File: config.mk
export PLATFORM = sky130hd
export DESIGN_NAME = timer_apb_slave_flat
export DESIGN_NICKNAME = d
export VERILOG_FILES = /design/src/rtl/timer_apb_slave_if.sv /design/src/rtl/timer_apb_slave.sv /design/src/flat_wrapper.sv
export SDC_FILE = /design/constraint.sdc
export NUM_CORES = 1
export LEC_CHECK = 0
export BUFFER_PORTS_ARGS = -buffer_cell sky130_fd_sc_hd__buf_2
export CAP_MARGIN = 25
export CORE_ASPECT_RATIO = 1.75
export CORE_MARGIN = 3
export CORE_UTILIZATION = 48
export DETAILED_ROUTE_END_ITERATION = 12
export HOLD_SLACK_MARGIN = 0.08
export PLACE_DENSITY = 0.79
export SLEW_MARGIN = 25
export SYNTH_ARGS = -nofsm -noshare
export SYNTH_HDL_FRONTEND = slang
export SYNTH_SLANG_ARGS = --single-unit
File: constraint.sdc
create_clock -name pclk -period 1.93 [get_ports pclk]
set_input_delay 0.0965 -clock pclk [delete_from_list [all_inputs] [get_ports pclk]]
set_output_delay 0.0965 -clock pclk [all_outputs]
set_load 0.01 [all_outputs]
File: src/rtl/timer_apb_slave_if.sv
// APB bus bundle between the system bus master and one timer register block.
interface timer_apb_slave_if #(
    parameter int ADDR_W = 8
);
    logic              psel;
    logic              penable;
    logic              pwrite;
    logic [ADDR_W-1:0] paddr;
    logic [7:0]        pwdata;
    logic [7:0]        prdata;
    logic              pready;
    logic              pslverr;

    modport master (
        output psel, penable, pwrite, paddr, pwdata,
        input  prdata, pready, pslverr
    );

    modport slave (
        input  psel, penable, pwrite, paddr, pwdata,
        output prdata, pready, pslverr
    );
endinterface

File: src/rtl/timer_apb_slave.sv
// APB responder and TDR/TCR/TSR register file for one 8-bit timer; feeds the
// counter core its control fields and latches its overflow/underflow events.
module timer_apb_slave #(
    parameter int ADDR_W      = 8,
    parameter int WAIT_CYCLES = 0
) (
    input  logic                pclk,
    input  logic                preset,
    timer_apb_slave_if.slave    apb,
    output logic [7:0]          tdr,
    output logic                tcr_load,
    output logic                tcr_down,
    output logic                tcr_en,
    output logic [1:0]          tcr_cks,
    input  logic                ovf_set,
    input  logic                udf_set
);

    typedef enum logic [1:0] {
        IDLE,
        SETUP,
        ACCESS
    } state_t;

    localparam logic [2:0]        WAIT_LAST = 3'(WAIT_CYCLES);
    localparam logic [7:0]        TCR_MASK  = 8'hB3;
    localparam logic [ADDR_W-1:0] ADDR_TDR  = ADDR_W'(0);
    localparam logic [ADDR_W-1:0] ADDR_TCR  = ADDR_W'(1);
    localparam logic [ADDR_W-1:0] ADDR_TSR  = ADDR_W'(2);

    state_t     state, state_nxt;
    logic [2:0] wait_cnt, wait_cnt_nxt;
    logic       done;

    logic [7:0] tdr_q;
    logic [7:0] tcr_q;
    logic [1:0] tsr_q, tsr_nxt;

    logic       addr_err;
    logic       wr_en;
    logic [7:0] rd_val;

    // wait_cnt is zero in SETUP, so SETUP and ACCESS share one countdown path.
    always_comb begin
        // NOTE: every combinational output gets a default first so no path can infer a latch.
        state_nxt    = state;
        wait_cnt_nxt = wait_cnt;
        done         = 1'b0;
        unique case (state)
            IDLE: begin
                if (apb.psel && !apb.penable) state_nxt = SETUP;
            end
            SETUP, ACCESS: begin
                if (!apb.psel) begin
                    state_nxt    = IDLE;
                    wait_cnt_nxt = '0;
                end else if (!apb.penable) begin
                    state_nxt    = SETUP;
                    wait_cnt_nxt = '0;
                end else if (wait_cnt == WAIT_LAST) begin
                    done         = 1'b1;
                    state_nxt    = IDLE;
                    wait_cnt_nxt = '0;
                end else begin
                    state_nxt    = ACCESS;
                    wait_cnt_nxt = wait_cnt + 3'd1;
                end
            end
            default: begin
                state_nxt    = IDLE;
                wait_cnt_nxt = '0;
            end
        endcase
    end

    always_comb begin
        addr_err = (apb.paddr > ADDR_TSR);
        wr_en    = done && apb.pwrite && !addr_err;
        rd_val   = 8'h00;
        unique case (apb.paddr)
            ADDR_TDR: rd_val = tdr_q;
            ADDR_TCR: rd_val = tcr_q;
            ADDR_TSR: rd_val = {6'b0, tsr_q};
            default:  rd_val = 8'h00;
        endcase
    end

    // A software 0 clears a flag, but a same-cycle event from the core wins.
    always_comb begin
        tsr_nxt = tsr_q;
        if (wr_en && apb.paddr == ADDR_TSR) tsr_nxt = tsr_q & apb.pwdata[1:0];
        tsr_nxt = tsr_nxt | {udf_set, ovf_set};
    end

    // NOTE: sequential state uses non-blocking assignments so every flop samples pre-edge values.
    always_ff @(posedge pclk) begin
        // NOTE: reset is sampled synchronously here; the register file is small enough to clear entirely.
        if (preset) begin
            state    <= IDLE;
            wait_cnt <= '0;
            tdr_q    <= 8'h00;
            tcr_q    <= 8'h00;
            tsr_q    <= 2'b00;
        end else begin
            state    <= state_nxt;
            wait_cnt <= wait_cnt_nxt;
            tsr_q    <= tsr_nxt;
            if (wr_en && apb.paddr == ADDR_TDR) tdr_q <= apb.pwdata;
            if (wr_en && apb.paddr == ADDR_TCR) tcr_q <= apb.pwdata & TCR_MASK;
        end
    end

    assign apb.pready  = done;
    assign apb.pslverr = done && addr_err;
    assign apb.prdata  = (done && !addr_err) ? rd_val : 8'h00;

    assign tdr      = tdr_q;
    assign tcr_load = tcr_q[7];
    assign tcr_down = tcr_q[5];
    assign tcr_en   = tcr_q[4];
    assign tcr_cks  = tcr_q[1:0];

endmodule

File: src/flat_wrapper.sv
// flat-port wrapper written by rule: the top's interface ports become plain ports
module timer_apb_slave_flat 
#(
    parameter int ADDR_W      = 8,
    parameter int WAIT_CYCLES = 0
)
  (pclk, preset, tdr, tcr_load, tcr_down, tcr_en, tcr_cks, ovf_set, udf_set, apb_psel, apb_penable, apb_pwrite, apb_paddr, apb_pwdata, apb_prdata, apb_pready, apb_pslverr);
  timer_apb_slave_if #(.ADDR_W(ADDR_W)) apb_i ();
  input  logic pclk;
  input  logic preset;
  output logic [7:0] tdr;
  output logic tcr_load;
  output logic tcr_down;
  output logic tcr_en;
  output logic [1:0] tcr_cks;
  input  logic ovf_set;
  input  logic udf_set;
  input wire logic [$bits(apb_i.psel)-1:0] apb_psel;
  input wire logic [$bits(apb_i.penable)-1:0] apb_penable;
  input wire logic [$bits(apb_i.pwrite)-1:0] apb_pwrite;
  input wire logic [$bits(apb_i.paddr)-1:0] apb_paddr;
  input wire logic [$bits(apb_i.pwdata)-1:0] apb_pwdata;
  output wire logic [$bits(apb_i.prdata)-1:0] apb_prdata;
  output wire logic [$bits(apb_i.pready)-1:0] apb_pready;
  output wire logic [$bits(apb_i.pslverr)-1:0] apb_pslverr;
  assign apb_i.psel = apb_psel;
  assign apb_i.penable = apb_penable;
  assign apb_i.pwrite = apb_pwrite;
  assign apb_i.paddr = apb_paddr;
  assign apb_i.pwdata = apb_pwdata;
  assign apb_prdata = apb_i.prdata;
  assign apb_pready = apb_i.pready;
  assign apb_pslverr = apb_i.pslverr;
  timer_apb_slave #(.ADDR_W(ADDR_W), .WAIT_CYCLES(WAIT_CYCLES)) u_core (.pclk(pclk), .preset(preset), .apb(apb_i), .tdr(tdr), .tcr_load(tcr_load), .tcr_down(tcr_down), .tcr_en(tcr_en), .tcr_cks(tcr_cks), .ovf_set(ovf_set), .udf_set(udf_set));
endmodule
======== Word level (Yosys, flattened, before mapping) ========
Index checks and enable logic that the tools add are counted.
Widths: inputs -> output; s select.
storage, ports and cells
  flip-flop bits (word level) ............. 20
  latch bits .............................. 0
  memory bits (writable) .................. 0
  ROM bits ................................ 0
  input bits .............................. 23
  output and inout bits ................... 23
  logic and storage cells ................. 44
  memories ................................ 0
cells by class
  add/subtract/negate cells ............... 1
  multiply operators ...................... 0
  div/mod/pow operators ................... 0
  order comparisons ....................... 1
  eq/ne operators ......................... 5
  shifts and indexed selects .............. 0
  mux-type cells .......................... 16
  bitwise gates (word level) .............. 2
  reductions and logical operators ........ 14
operators by type and width
  cell                 count
  $pmux 8 s3           1
  $mux 2               5
  $mux 3               3
  $eq 8x1->1 const B   1
  $eq 8x2->1 const B   1
  $gt 8x2->1 const B   1
  $logic_and 1x1->1    8
  $logic_not 8->1      1
  $mux 8               1
  $pmux 3 s2           1
  $mux 1               4
  $pmux 2 s2           1
  $add 3x1->3 const B  1
  $logic_not 3->1      1
  $and 2x2->2          1
  $eq 2x1->1 const B   1
  $eq 2x2->1 const B   1
  $logic_not 1->1      2
  $logic_not 2->1      1
  $ne 2x1->1 const B   1
  $or 2x2->2           1
  $reduce_or 2->1      1

======== Logic depth before layout (Yosys ltp) ========
  depth after elaboration ................. 10
  mapped depth ............................ 6
  gate-level depth less buffers ........... 5

======== Least setup slack after synthesis ========
OpenSTA, ideal clock, no wires.
  path type ............................... register to output
  from .................................... reg u_core.state[0]
  to ...................................... out apb_prdata[2]
  arrival time ............................ 1.600 ns
  data required time ...................... 1.833 ns
  path slack .............................. 0.234 ns
  cell stages (with the launch flop) ...... 7
  path buffers ............................ 1
  cells stage by stage .................... dfxtp_1 -> inv_1 -> ha_1 -> and3_1 -> clkbuf_2 -> nand4_4 -> nor4b_1
on the way
  word-level cells in the longest chain between the ends .. 5
  elaborated cells between the ends (all ways) .. 6
  classes of those cells .................. eq/ne (2); mux (2); reduce/logical (2)
ends and longest elaborated chain
  item                                             RTL line                RTL
  start: declaration                               timer_apb_slave.sv:31   state_t state, state_nxt;
  start signal: assignment                         timer_apb_slave.sv:105  state <= state_nxt;
  $eq 2x1->1 / $eq 2x2->1 (equally long branches)  timer_apb_slave.sv:49   unique case (state)
  $reduce_or 2->1 (*)                              timer_apb_slave.sv:49
  $mux 1 (*)                                       timer_apb_slave.sv:49
  $logic_and 1x1->1 (*)                            timer_apb_slave.sv:115  assign apb.prdata = (done && !addr_err) ? rd_val : 8'h00;
  $mux 8 (*)                                       timer_apb_slave.sv:115
  end: declaration                                 flat_wrapper.sv:23      output wire logic [$bits(apb_i.prdata)-1:0] apb_prdata;
Every way passes the cells marked *; elsewhere a longest branch is shown, timed or not.

======== Worst setup path in the final report ========
  from .................................... reg u_core.state[0]
  to ...................................... out apb_prdata[3]
Same word-level chain as after synthesis.

==> impl_metrics.py <==
metrics = {
    "worst_setup_path": {
        "critical-path-top-delay-family": "simple AND/OR/NAND/NOR gates",
        "critical_path.startpoint_type": "flop",
        "r2r_slack_ns": 0.21,
        "cp.required_ns": 1.83,
        "max_stage_delay_ns": 0.35,
        "worstSetupEndpointType": "output pin",
        "critical_path.n_buffers_inverters": 2,
        "maximum_fanout_count_along_the_critical_path": 8,
        "critical_setup_path_kind": "flop to output pin",
        "crit_arrival_ns": 1.77,
        "critical_path.cell_chain": "inv_1 > ha_4 > and3_4 > nand4_4 > nor4b_2 > buf_2",
        "critical_path.slowest_cell": "sky130_fd_sc_hd__dfxtp_1",
    },
    "cells_and_area": {
        "final_layout_size_suffix_gt1_share_pct": 34.7,
        "fillers": 200,
        "util_after_layout_pct": 65.2,
        "num_antenna_cells": 0,
        "synthToLayoutAreaGrowth_pct": 27.8,
        "finalNetCount": 201,
    },
    "placed_design": {
        "io_buffers": 45,
        "place_ws_ns": 0.210,
        "dp_hpwl_um": 2210,
        "globalplace.congestion": 0.891,
    },
    "grt": {
        "grt_max_degree": 29,
        "grt_pass1_wl_um": 4920,
        "first_global_vias": 1170,
        "grt_antenna_before_repair": 0,
        "grtUsageTotal_pct": 19.7,
        "gr-total-overflow": 0,
    },
    "drt": {
        "num_vias": 1123,
        "initialDrtViolationCount": 29,
        "detail_route.drc_violations": 0,
        "avgViaCountPerCell": 5.67,
        "drt-wirelength-per-cell_um": 14.9,
        "ant_nets": 0,
        "first_pass_iters": 4,
        "postRouteWirelength_um": 2960,
    },
    "timing": {
        "timing_max_transition_violations_final": 0,
        "finalHoldViolCount": 0,
        "final_min_period_over_clock_period_pct": 96.6,
        "tightestPinTransition_ns": 0.431,
        "setup-tns-final_ns": 0,
        "final-setup-viol-count": 0,
        "grt_setup_unrepaired": "false",
        "postLayoutSetupSlackWorst_ns": 0.0653,
        "timing.final.crit_period_ns": 1.86,
        "timing.slew.headroom_pct": 71.1,
        "timing.fmax_mhz": 536,
        "worst_clock_skew_ns": 0.00110,
    },
    "clock_tree": {
        "clock_tree.root_cell": "sky130_fd_sc_hd__clkbuf_8",
        "tritoncts.num_buffers": 3,
        "cts.clk_slew.worst_paths_ns": 0.07,
        "cts_hold_repair.buffers": 0,
        "tritoncts": "built",
        "ctsLongestPathBuffers": 2,
        "clock-sinks": 20,
        "cts.htree.levels": 1,
        "clock_latency_ns": 0.25,
    },
    "die": {
        "floorplan.rows": 23,
        "starting_utilization_of_the_core_area_pct": 51.0,
        "floorplan.io_pins": 46,
        "core_area_um2": 2330,
        "die_height_um": 71.9,
        "dieWidth_um": 43.6,
        "die_area_um2": 3140,
    },
    "synthesis": {
        "synth_area_leader_cell": "sky130_fd_sc_hd__dfxtp_1",
        "netlist_instances": 130,
        "syn-cell-area_um2": 1190,
        "number_of_warning_messages_in_the_yosys_log": 0,
        "number_of_synthesized_register_bits": 20,
        "netlist_top_cells_area": "sky130_fd_sc_hd__dfxtp_1 34%, sky130_fd_sc_hd__mux2i_1 15%, sky130_fd_sc_hd__nand2b_1 12%",
        "yosys.area.top_type_share_pct": 33.6,
        "synth.yosys.seq_area_share_pct": 33.6,
        "distinct_cell_type_count_after_synthesis": 32,
        "synthesis.area_per_instance_um2": 9.15,
        "synth.net_count": 157,
    },
    "min_path": {
        "hp-class": "input pin to flop",
    },
    "pwr": {
        "power.leakage_nw": 0.683,
        "irDropWorstVdd_v": 0.000541,
        "power_density_nw_per_um2": 552,
    },
    "run": {
        "maxCapViolations": 0,
    },
    "run_status": {
        "status": "complete, no violations",
    },
}
[power breakdown]
part,total [mW],switching (mW),leakage (nW),internal [mW]
sequential,0.420,0.00302,0.162,0.417
clock,0.314,0.133,0.0288,0.181
combinational,0.105,0.0553,0.492,0.0495
total,0.839,0.191,0.683,0.648
[area by class of cell]
type                       instances  area, µm²  share of cell area [%]
multi-input combinational         95        763                    50.2
sequential                        20        400                    26.3
timing repair buffer              47        244                    16.0
clock buffer                       4       55.1                    3.62
tap                               25       31.3                    2.06
inverter                           7       26.3                    1.73
[cell families after synthesis]
family	share of synthesized area, %
flip-flops	33.6
AND/OR/NAND/NOR	34.0
adder cells (fa/ha/maj)	4.21
buffers and inverters	5.26
AO/OA/AOI/OAI	7.78
multiplexers	15.1
[path summary, 6_finish.rpt]
path	depth (start not counted)	end	from
min	2	u_core.tsr_q[1]$_SDFF_PP0_	apb_pwdata[1]
max reg2reg	6	u_core.tsr_q[1]$_SDFF_PP0_	u_core.state[0]$_SDFFE_PP0P_
max	6	apb_prdata[3]	u_core.state[0]$_SDFFE_PP0P_
min reg2reg	2	u_core.wait_cnt[0]$_SDFFE_PP0N_	u_core.wait_cnt[0]$_SDFFE_PP0N_
[synth_stat cells]
master / n
sky130_fd_sc_hd__inv_1: 7
sky130_fd_sc_hd__a2bb2oi_1: 2
sky130_fd_sc_hd__nand4_1: 4
sky130_fd_sc_hd__nor2b_1: 2
sky130_fd_sc_hd__and4b_1: 3
sky130_fd_sc_hd__nor4bb_1: 1
sky130_fd_sc_hd__a31oi_1: 1
sky130_fd_sc_hd__buf_1: 1
sky130_fd_sc_hd__dfxtp_1: 20
sky130_fd_sc_hd__o211ai_1: 1
sky130_fd_sc_hd__nor4b_1: 3
sky130_fd_sc_hd__o41a_1: 2
sky130_fd_sc_hd__nand4_4: 1
sky130_fd_sc_hd__o2111ai_1: 1
sky130_fd_sc_hd__or3_1: 1
sky130_fd_sc_hd__and4_2: 2
sky130_fd_sc_hd__and2b_1: 1
sky130_fd_sc_hd__nor4_4: 1
sky130_fd_sc_hd__a21oi_1: 5
sky130_fd_sc_hd__nand2b_1: 22
sky130_fd_sc_hd__o21ai_0: 1
sky130_fd_sc_hd__nor2_1: 8
sky130_fd_sc_hd__clkbuf_1: 4
sky130_fd_sc_hd__nand3_1: 1
sky130_fd_sc_hd__mux2i_1: 18
sky130_fd_sc_hd__nor3_1: 3
sky130_fd_sc_hd__nand3b_1: 2
sky130_fd_sc_hd__and3_1: 1
sky130_fd_sc_hd__ha_1: 4
sky130_fd_sc_hd__nand2_1: 4
sky130_fd_sc_hd__clkbuf_2: 2
sky130_fd_sc_hd__buf_4: 1
[layer usage]
layer	GRT usage, %	part of all wire, %
met4	9.73	2.2
met3	4.52	7.1
met1	20.8	38
met2	34.9	52
met5	0	0
[per-stage QoR]
stage	instance area, µm²	instances	hold slack [ns]	total power [mW]
2_1_floorplan	1190	130	0.238	0.486
3_3_place_gp	1420	193	0.339	0.523
3_5_place_dp	1420	193	0.366	0.527
4_1_cts	1500	198	0.103	0.839
5_1_grt	1520	198	0.0933	0.880
6_report	1520	198	0.0982	0.839
[registers in the layout, indices dropped and copies added, names as in the netlist]
signal,cells
u_core.state,2
u_core.tcr_q,5
u_core.tdr,8
u_core.tsr_q,2
u_core.wait_cnt,3
[placed cells by master, fill, tap and decap left out, drive strengths merged, types with 3 or more instances in the layout]
| cell type | n |
|---|---|
| clkbuf | 4 |
| and4b | 3 |
| ha | 4 |
| nand2 | 4 |
| a21oi | 5 |
| dfxtp | 20 |
| nor2 | 8 |
| nor4b | 3 |
| inv | 7 |
| nand4 | 5 |
| buf | 47 |
| nand2b | 22 |
| nor3 | 3 |
| mux2i | 18 |
[timing repair]
item,CTS,global route
cloned,0,0
pin swaps,1,0
buffers inserted,1,0
resized for setup,3,3
setup endpoints to repair,3,8
No activity file was read; power rests on OpenSTA's default activity.
